===== config.mk =====
export PLATFORM = sky130hd
export DESIGN_NAME = pll_phase_ctrl
export DESIGN_NICKNAME = d
export VERILOG_FILES = /design/src/rtl/pll_phase_ctrl.sv
export SDC_FILE = /design/constraint.sdc
export NUM_CORES = 1
export LEC_CHECK = 0
export CORE_MARGIN = 2
export CORE_UTILIZATION = 55
export CTS_BUF_LIST = sky130_fd_sc_hd__clkbuf_8
export DETAILED_ROUTE_END_ITERATION = 7
export HOLD_SLACK_MARGIN = 0.12
export PLACE_DENSITY = 0.88
export REMOVE_ABC_BUFFERS = 1
export SYNTH_ARGS = -nofsm -noshare
export SYNTH_HDL_FRONTEND = slang
export SYNTH_SLANG_ARGS = --single-unit

===== constraint.sdc =====
create_clock -name clkin -period 5.3 [get_ports clkin]
set_input_delay 1.325 -clock clkin [delete_from_list [all_inputs] [get_ports clkin]]
set_output_delay 1.325 -clock clkin [all_outputs]
set_load 0.01 [all_outputs]

===== src/rtl/pll_phase_ctrl.sv =====
// Dynamic phase-step controller for an EHXPLLL-style PLL: qualifies lock, gates the
// downstream reset, and sequences phasestep pulses while tracking per-output positions.
module pll_phase_ctrl #(
   parameter int NUM_OUT            = 3,
   parameter int LOCK_STABLE_CYCLES = 1024,
   parameter int SETUP_CYCLES       = 2,
   parameter int STEP_LOW           = 4,
   parameter int STEP_HIGH          = 4,
   parameter int POS_W              = 8
) (
   input  logic                     clkin,
   input  logic                     resetn,
   input  logic                     pll_locked,
   input  logic                     req_valid,
   output logic                     req_ready,
   input  logic [1:0]               req_chan,
   input  logic                     req_dir,
   input  logic [7:0]               req_steps,
   output logic [1:0]               phasesel,
   output logic                     phasedir,
   output logic                     phasestep,
   output logic                     phaseloadreg,
   output logic                     sys_rst_n,
   output logic                     done,
   output logic                     err,
   output logic [NUM_OUT*POS_W-1:0] phase_pos,
   output logic [7:0]               relock_cnt
);

   localparam int STAB_W = (LOCK_STABLE_CYCLES > 1) ? $clog2(LOCK_STABLE_CYCLES) : 1;
   localparam int TMAX_A = (SETUP_CYCLES > STEP_LOW) ? SETUP_CYCLES : STEP_LOW;
   localparam int TMAX   = (TMAX_A > STEP_HIGH) ? TMAX_A : STEP_HIGH;
   localparam int TMR_W  = (TMAX > 1) ? $clog2(TMAX) : 1;

   localparam logic [STAB_W-1:0] STAB_LAST  = STAB_W'(LOCK_STABLE_CYCLES - 1);
   localparam logic [TMR_W-1:0]  SETUP_LAST = TMR_W'(SETUP_CYCLES - 1);
   localparam logic [TMR_W-1:0]  LO_LAST    = TMR_W'(STEP_LOW - 1);
   localparam logic [TMR_W-1:0]  HI_LAST    = TMR_W'(STEP_HIGH - 1);
   localparam logic [2:0]        NUM_OUT_L  = 3'(NUM_OUT);

   typedef enum logic [2:0] {
      S_LOCK_WAIT,
      S_STABLE,
      S_IDLE,
      S_SETUP,
      S_PULSE_LO,
      S_PULSE_HI
   } state_t;

   state_t                     state_q, state_d;
   logic                       sync1_q, sync2_q;
   logic [STAB_W-1:0]          stab_q, stab_d;
   logic [TMR_W-1:0]           tmr_q, tmr_d;
   logic [7:0]                 steps_q, steps_d;
   logic [1:0]                 sel_q, sel_d;
   logic                       dir_q, dir_d;
   logic [NUM_OUT*POS_W-1:0]   pos_q, pos_d;
   logic [7:0]                 relock_q, relock_d;
   logic                       done_q, done_d;
   logic                       err_q, err_d;
   logic                       rstn_q, rstn_d;
   logic                       ready_q, ready_d;
   logic                       step_q, step_d;
   logic                       step_adv;
   logic                       lock_s;

   assign lock_s = sync2_q;

   always_comb begin
      state_d  = state_q;
      stab_d   = stab_q;
      tmr_d    = tmr_q;
      steps_d  = steps_q;
      sel_d    = sel_q;
      dir_d    = dir_q;
      pos_d    = pos_q;
      relock_d = relock_q;
      done_d   = 1'b0;
      err_d    = 1'b0;
      step_adv = 1'b0;

      case (state_q)
         S_LOCK_WAIT: begin
            stab_d = '0;
            if (lock_s) state_d = S_STABLE;
         end
         S_STABLE: begin
            if (!lock_s) begin
               state_d = S_LOCK_WAIT;
               stab_d  = '0;
            end else if (stab_q == STAB_LAST) begin
               state_d = S_IDLE;
               stab_d  = '0;
            end else begin
               stab_d = stab_q + 1'b1;
            end
         end
         S_IDLE: begin
            if (req_valid && ready_q) begin
               if ({1'b0, req_chan} >= NUM_OUT_L) begin
                  err_d  = 1'b1;
                  done_d = 1'b1;
               end else if (req_steps == 8'd0) begin
                  done_d = 1'b1;
               end else begin
                  sel_d   = req_chan;
                  dir_d   = req_dir;
                  steps_d = req_steps;
                  tmr_d   = '0;
                  state_d = S_SETUP;
               end
            end
         end
         S_SETUP: begin
            if (tmr_q == SETUP_LAST) begin
               tmr_d   = '0;
               state_d = S_PULSE_LO;
            end else begin
               tmr_d = tmr_q + 1'b1;
            end
         end
         S_PULSE_LO: begin
            if (tmr_q == LO_LAST) begin
               tmr_d    = '0;
               state_d  = S_PULSE_HI;
               step_adv = 1'b1;
            end else begin
               tmr_d = tmr_q + 1'b1;
            end
         end
         S_PULSE_HI: begin
            if (tmr_q == HI_LAST) begin
               tmr_d = '0;
               if (steps_q == 8'd1) begin
                  state_d = S_IDLE;
                  done_d  = 1'b1;
               end else begin
                  steps_d = steps_q - 1'b1;
                  state_d = S_PULSE_LO;
               end
            end else begin
               tmr_d = tmr_q + 1'b1;
            end
         end
         default: state_d = S_LOCK_WAIT;
      endcase

      for (int unsigned k = 0; k < NUM_OUT; k++) begin
         if (step_adv && (sel_q == 2'(k))) begin
            if (dir_q)
               pos_d[k*POS_W +: POS_W] = pos_q[k*POS_W +: POS_W] - POS_W'(1);
            else
               pos_d[k*POS_W +: POS_W] = pos_q[k*POS_W +: POS_W] + POS_W'(1);
         end
      end

      // Lock loss while operational overrides everything decided above.
      if (!lock_s && (state_q inside {S_IDLE, S_SETUP, S_PULSE_LO, S_PULSE_HI})) begin
         state_d = S_LOCK_WAIT;
         done_d  = 1'b0;
         err_d   = 1'b0;
         pos_d   = '0;
         tmr_d   = '0;
         stab_d  = '0;
         if (relock_q != 8'hFF) relock_d = relock_q + 1'b1;
      end

      rstn_d  = state_d inside {S_IDLE, S_SETUP, S_PULSE_LO, S_PULSE_HI};
      ready_d = (state_d == S_IDLE);
      step_d  = (state_d != S_PULSE_LO);
   end

   always_ff @(posedge clkin or negedge resetn) begin
      if (!resetn) begin
         state_q  <= S_LOCK_WAIT;
         sync1_q  <= 1'b0;
         sync2_q  <= 1'b0;
         stab_q   <= '0;
         tmr_q    <= '0;
         steps_q  <= '0;
         sel_q    <= '0;
         dir_q    <= 1'b0;
         pos_q    <= '0;
         relock_q <= '0;
         done_q   <= 1'b0;
         err_q    <= 1'b0;
         rstn_q   <= 1'b0;
         ready_q  <= 1'b0;
         step_q   <= 1'b1;
      end else begin
         state_q  <= state_d;
         sync1_q  <= pll_locked;
         sync2_q  <= sync1_q;
         stab_q   <= stab_d;
         tmr_q    <= tmr_d;
         steps_q  <= steps_d;
         sel_q    <= sel_d;
         dir_q    <= dir_d;
         pos_q    <= pos_d;
         relock_q <= relock_d;
         done_q   <= done_d;
         err_q    <= err_d;
         rstn_q   <= rstn_d;
         ready_q  <= ready_d;
         step_q   <= step_d;
      end
   end

   assign req_ready    = ready_q;
   assign phasesel     = sel_q;
   assign phasedir     = dir_q;
   assign phasestep    = step_q;
   assign phaseloadreg = 1'b1;
   assign sys_rst_n    = rstn_q;
   assign done         = done_q;
   assign err          = err_q;
   assign phase_pos    = pos_q;
   assign relock_cnt   = relock_q;

endmodule


==> summary.txt <==
Run status
  – Status: complete, no violations

Power and ir drop
  – Switching share of power: 0.237
  – Switch Pwr: 0.214 mW
  – Pwr/cell area: 182 nW/um^2
  – Leakage: 2.23 nW
  – Clock Power Share: 0.389
  – Sequential share of power: 0.563
  – Maximum vdd drop: 0.000126 V
  – Logic pwr share: 0.049
  – Int Power: 0.689 mW

Setup path
  – Crit. End Element: output port
  – Arrival @ worst endpoint: 1.81 ns
  – Setup CP Type: flop to output port
  – Critical path peak fanout: 25
  – Startpoint Class: flop
  – WP data required: 3.97 ns

Synth
  – Syn avg cell area: 9.05 um^2
  – Synth area leaders: dfrtp_1 (38%), ha_1 (7.4%), nor2_1 (5.3%)
  – Syn Std Cell Area: 4220 um^2
  – Top cell type's share of synthesized area: 0.380
  – Synth Register Bits: 65
  – Async SR Flop Fraction: 1.00
  – Most frequent cell after synthesis: dfrtp_1
  – Top cells by count, synth: dfrtp_1 (64), nor2_1 (60), o21ai_0 (32)
  – Post-Synthesis Cells: 466
  – Post-synth EDFFs: 0
  – Register area share after synthesis: 0.386
  – Synth warn: 0
  – Main flop type after synthesis: dfrtp_1
  – Distinct cells, synth: 69
  – Yosys top cell by area: dfrtp_1

Place
  – Port bufs: 54
  – Place WS: 2.00 ns
  – Final Wtd Congestion: 0.856
  – Placed cell count: 605
  – Dpl hpwl: 6.67 mm

Timing
  – Hold Vio Cnt, Final: 0
  – Max Slew Vio Count: 0
  – Final hold slack: 0.370 ns
  – Worst setup margin: 2.17 ns
  – FMAX: 319 MHz
  – Minimum clock period: 3.13 ns
  – RSZ-0062 raised after global routing: false
  – Tcrit/Tclk final: 0.591
  – Final setup viols: 0
  – Worst-Margin Slew: 0.724 ns
  – Worst clock skew: 0.0119 ns
  – Setup TNS: 0 ns
  – Slew headroom: 0.517

Clock tree
  – Max Buffers Root-to-Sink: 2
  – Clock transition at path regs: 0.07 ns
  – # resized after CTS: 0
  – TritonCTS Sinks: 65
  – Worst-skew pair later-pin latency: 0.35 ns
  – Post-CTS Hold Fix Bufs: 0
  – Total CTS buffers: 9
  – Post-CTS setup buffer count: 0
  – CTS tree: done
  – CTS Root Cell: clkbuf_8
  – CTS H-tree depth: 3

Die
  – Die area: 8390 um^2
  – Row count: 31
  – Initial Utilization: 0.575
  – DIE HEIGHT: 91.6 um
  – Die Span X: 91.6 um
  – Core ar.: 7330 um^2
  – IO Pins: 56

Route
  – Vias per std cell: 6.15
  – DRC violations left: 0
  – Wire length per cell: 15.3 um
  – Routed WL: 9.45 mm
  – First drt pass iteration count: 5
  – Via count: 3798
  – Antenna Nets Post-Route: 0
  – DR iter-0 viols: 224

Layout
  – Share of layout cells above drive strength 1: 0.0559
  – # diodes: 0
  – Fin nets: 560
  – P&R area growth vs syn: 17.7%
  – Post-route insts no fill: 618
  – Fill count: 564
  – Fin util: 0.677

Global routing
  – Antenna violations before repair: 0
  – First-pass GRT wire length: 16.0 mm
  – Global route overflow: 0
  – Vias in the first global route: 3668
  – GRT Total Usage: 0.233
  – Largest net degree at the start of global routing: 37

Min path
  – Min-delay worst type: flop to flop

Flow run
  – MaxCap Viol Count: 0
-- registers in the layout (all words and copies together), names as in the netlist --
signal	flops
stab_q	10
tmr_q	2
phasesel	2
sync1_q	1
sys_rst_n	1
req_ready	1
err	1
relock_cnt	8
done	1
phasedir	1
state_q	3
lock_s	1
phasestep	1
phase_pos	24
steps_q	8
-- logic make-up after synthesis --
family	after synthesis	synth area share
compound gates	135	0.218
xor+xnor	15	0.0329
fa+ha+maj	29	0.0908
buf+inv	35	0.0365
flops	65	0.386
mux	3	0.00801
other cells	1	0.000889
simple gates	183	0.227
-- per-stage QoR --
step	area, um^2	total power [mW]
floorplan	4130	0.533
global placement	4810	0.559
detailed placement	4810	0.561
CTS	4960	0.912
global route	4960	0.937
finish	4960	0.903
-- layout by cell type, fill, tap and decap left out, types with 4 or more instances in the layout --
cell / instances
dfrtp_1: 64
nor2_1: 60
clkdlybuf4s50_1: 53
o21ai_0: 32
a21oi_1: 27
nand2_1: 26
ha_1: 25
inv_1: 20
nor3_1: 15
nor4_1: 13
nor2b_1: 12
and3_1: 11
xnor2_1: 10
a211oi_1: 10
clkbuf_8: 10
a31oi_1: 9
nand4_1: 7
nand3_1: 7
nor3b_1: 7
o21a_1: 7
a211o_1: 7
a21o_1: 5
xor2_1: 4
o22ai_1: 4
o31a_1: 4
-- area by class of cell --
type	instances	area [um^2]	area share
timing repair buffer	57	558	0.112
clock inverter	3	12.5	0.00252
clock buffer	10	138	0.0277
tap	99	124	0.0250
inverter	18	67.6	0.0136
multi-input combinational	366	2440	0.491
sequential	65	1630	0.328
-- power by group through the flow --
stage	clock, mW	sequential (mW)	combinational, mW
floorplan	0	0.515	0.0177
global placement	0	0.517	0.0427
detailed placement	0	0.517	0.0442
CTS	0.360	0.508	0.0444
global route	0.379	0.509	0.0489
finish	0.351	0.508	0.0438
-- per-layer routing --
layer,track usage,routed length [um]
met4,0.105,195
met5,0,0
met3,0.0407,415
met2,0.388,4610
met1,0.296,4230
-- critical path, cell delays in order (launching register included) --
cell and delay, ns:
dfrtp_1 0.51, buf_4 0.36, clkdlybuf4s50_1 0.60
-- worst paths after layout --
path                                      end  slack (ns)     start  cells after the start
worst max register to register  phase_pos[15]        2.58  phasedir                      7
min in group asynchronous        phase_pos[3]        1.03    resetn                      1
worst min register to register         lock_s        0.37   sync1_q                      0
max in group asynchronous           phasestep        3.33    resetn                      2
worst max-delay path                 phasedir        2.17  phasedir                      2
worst min-delay path                   lock_s        0.37   sync1_q                      0
No activity file was read; power rests on OpenSTA's default activity.
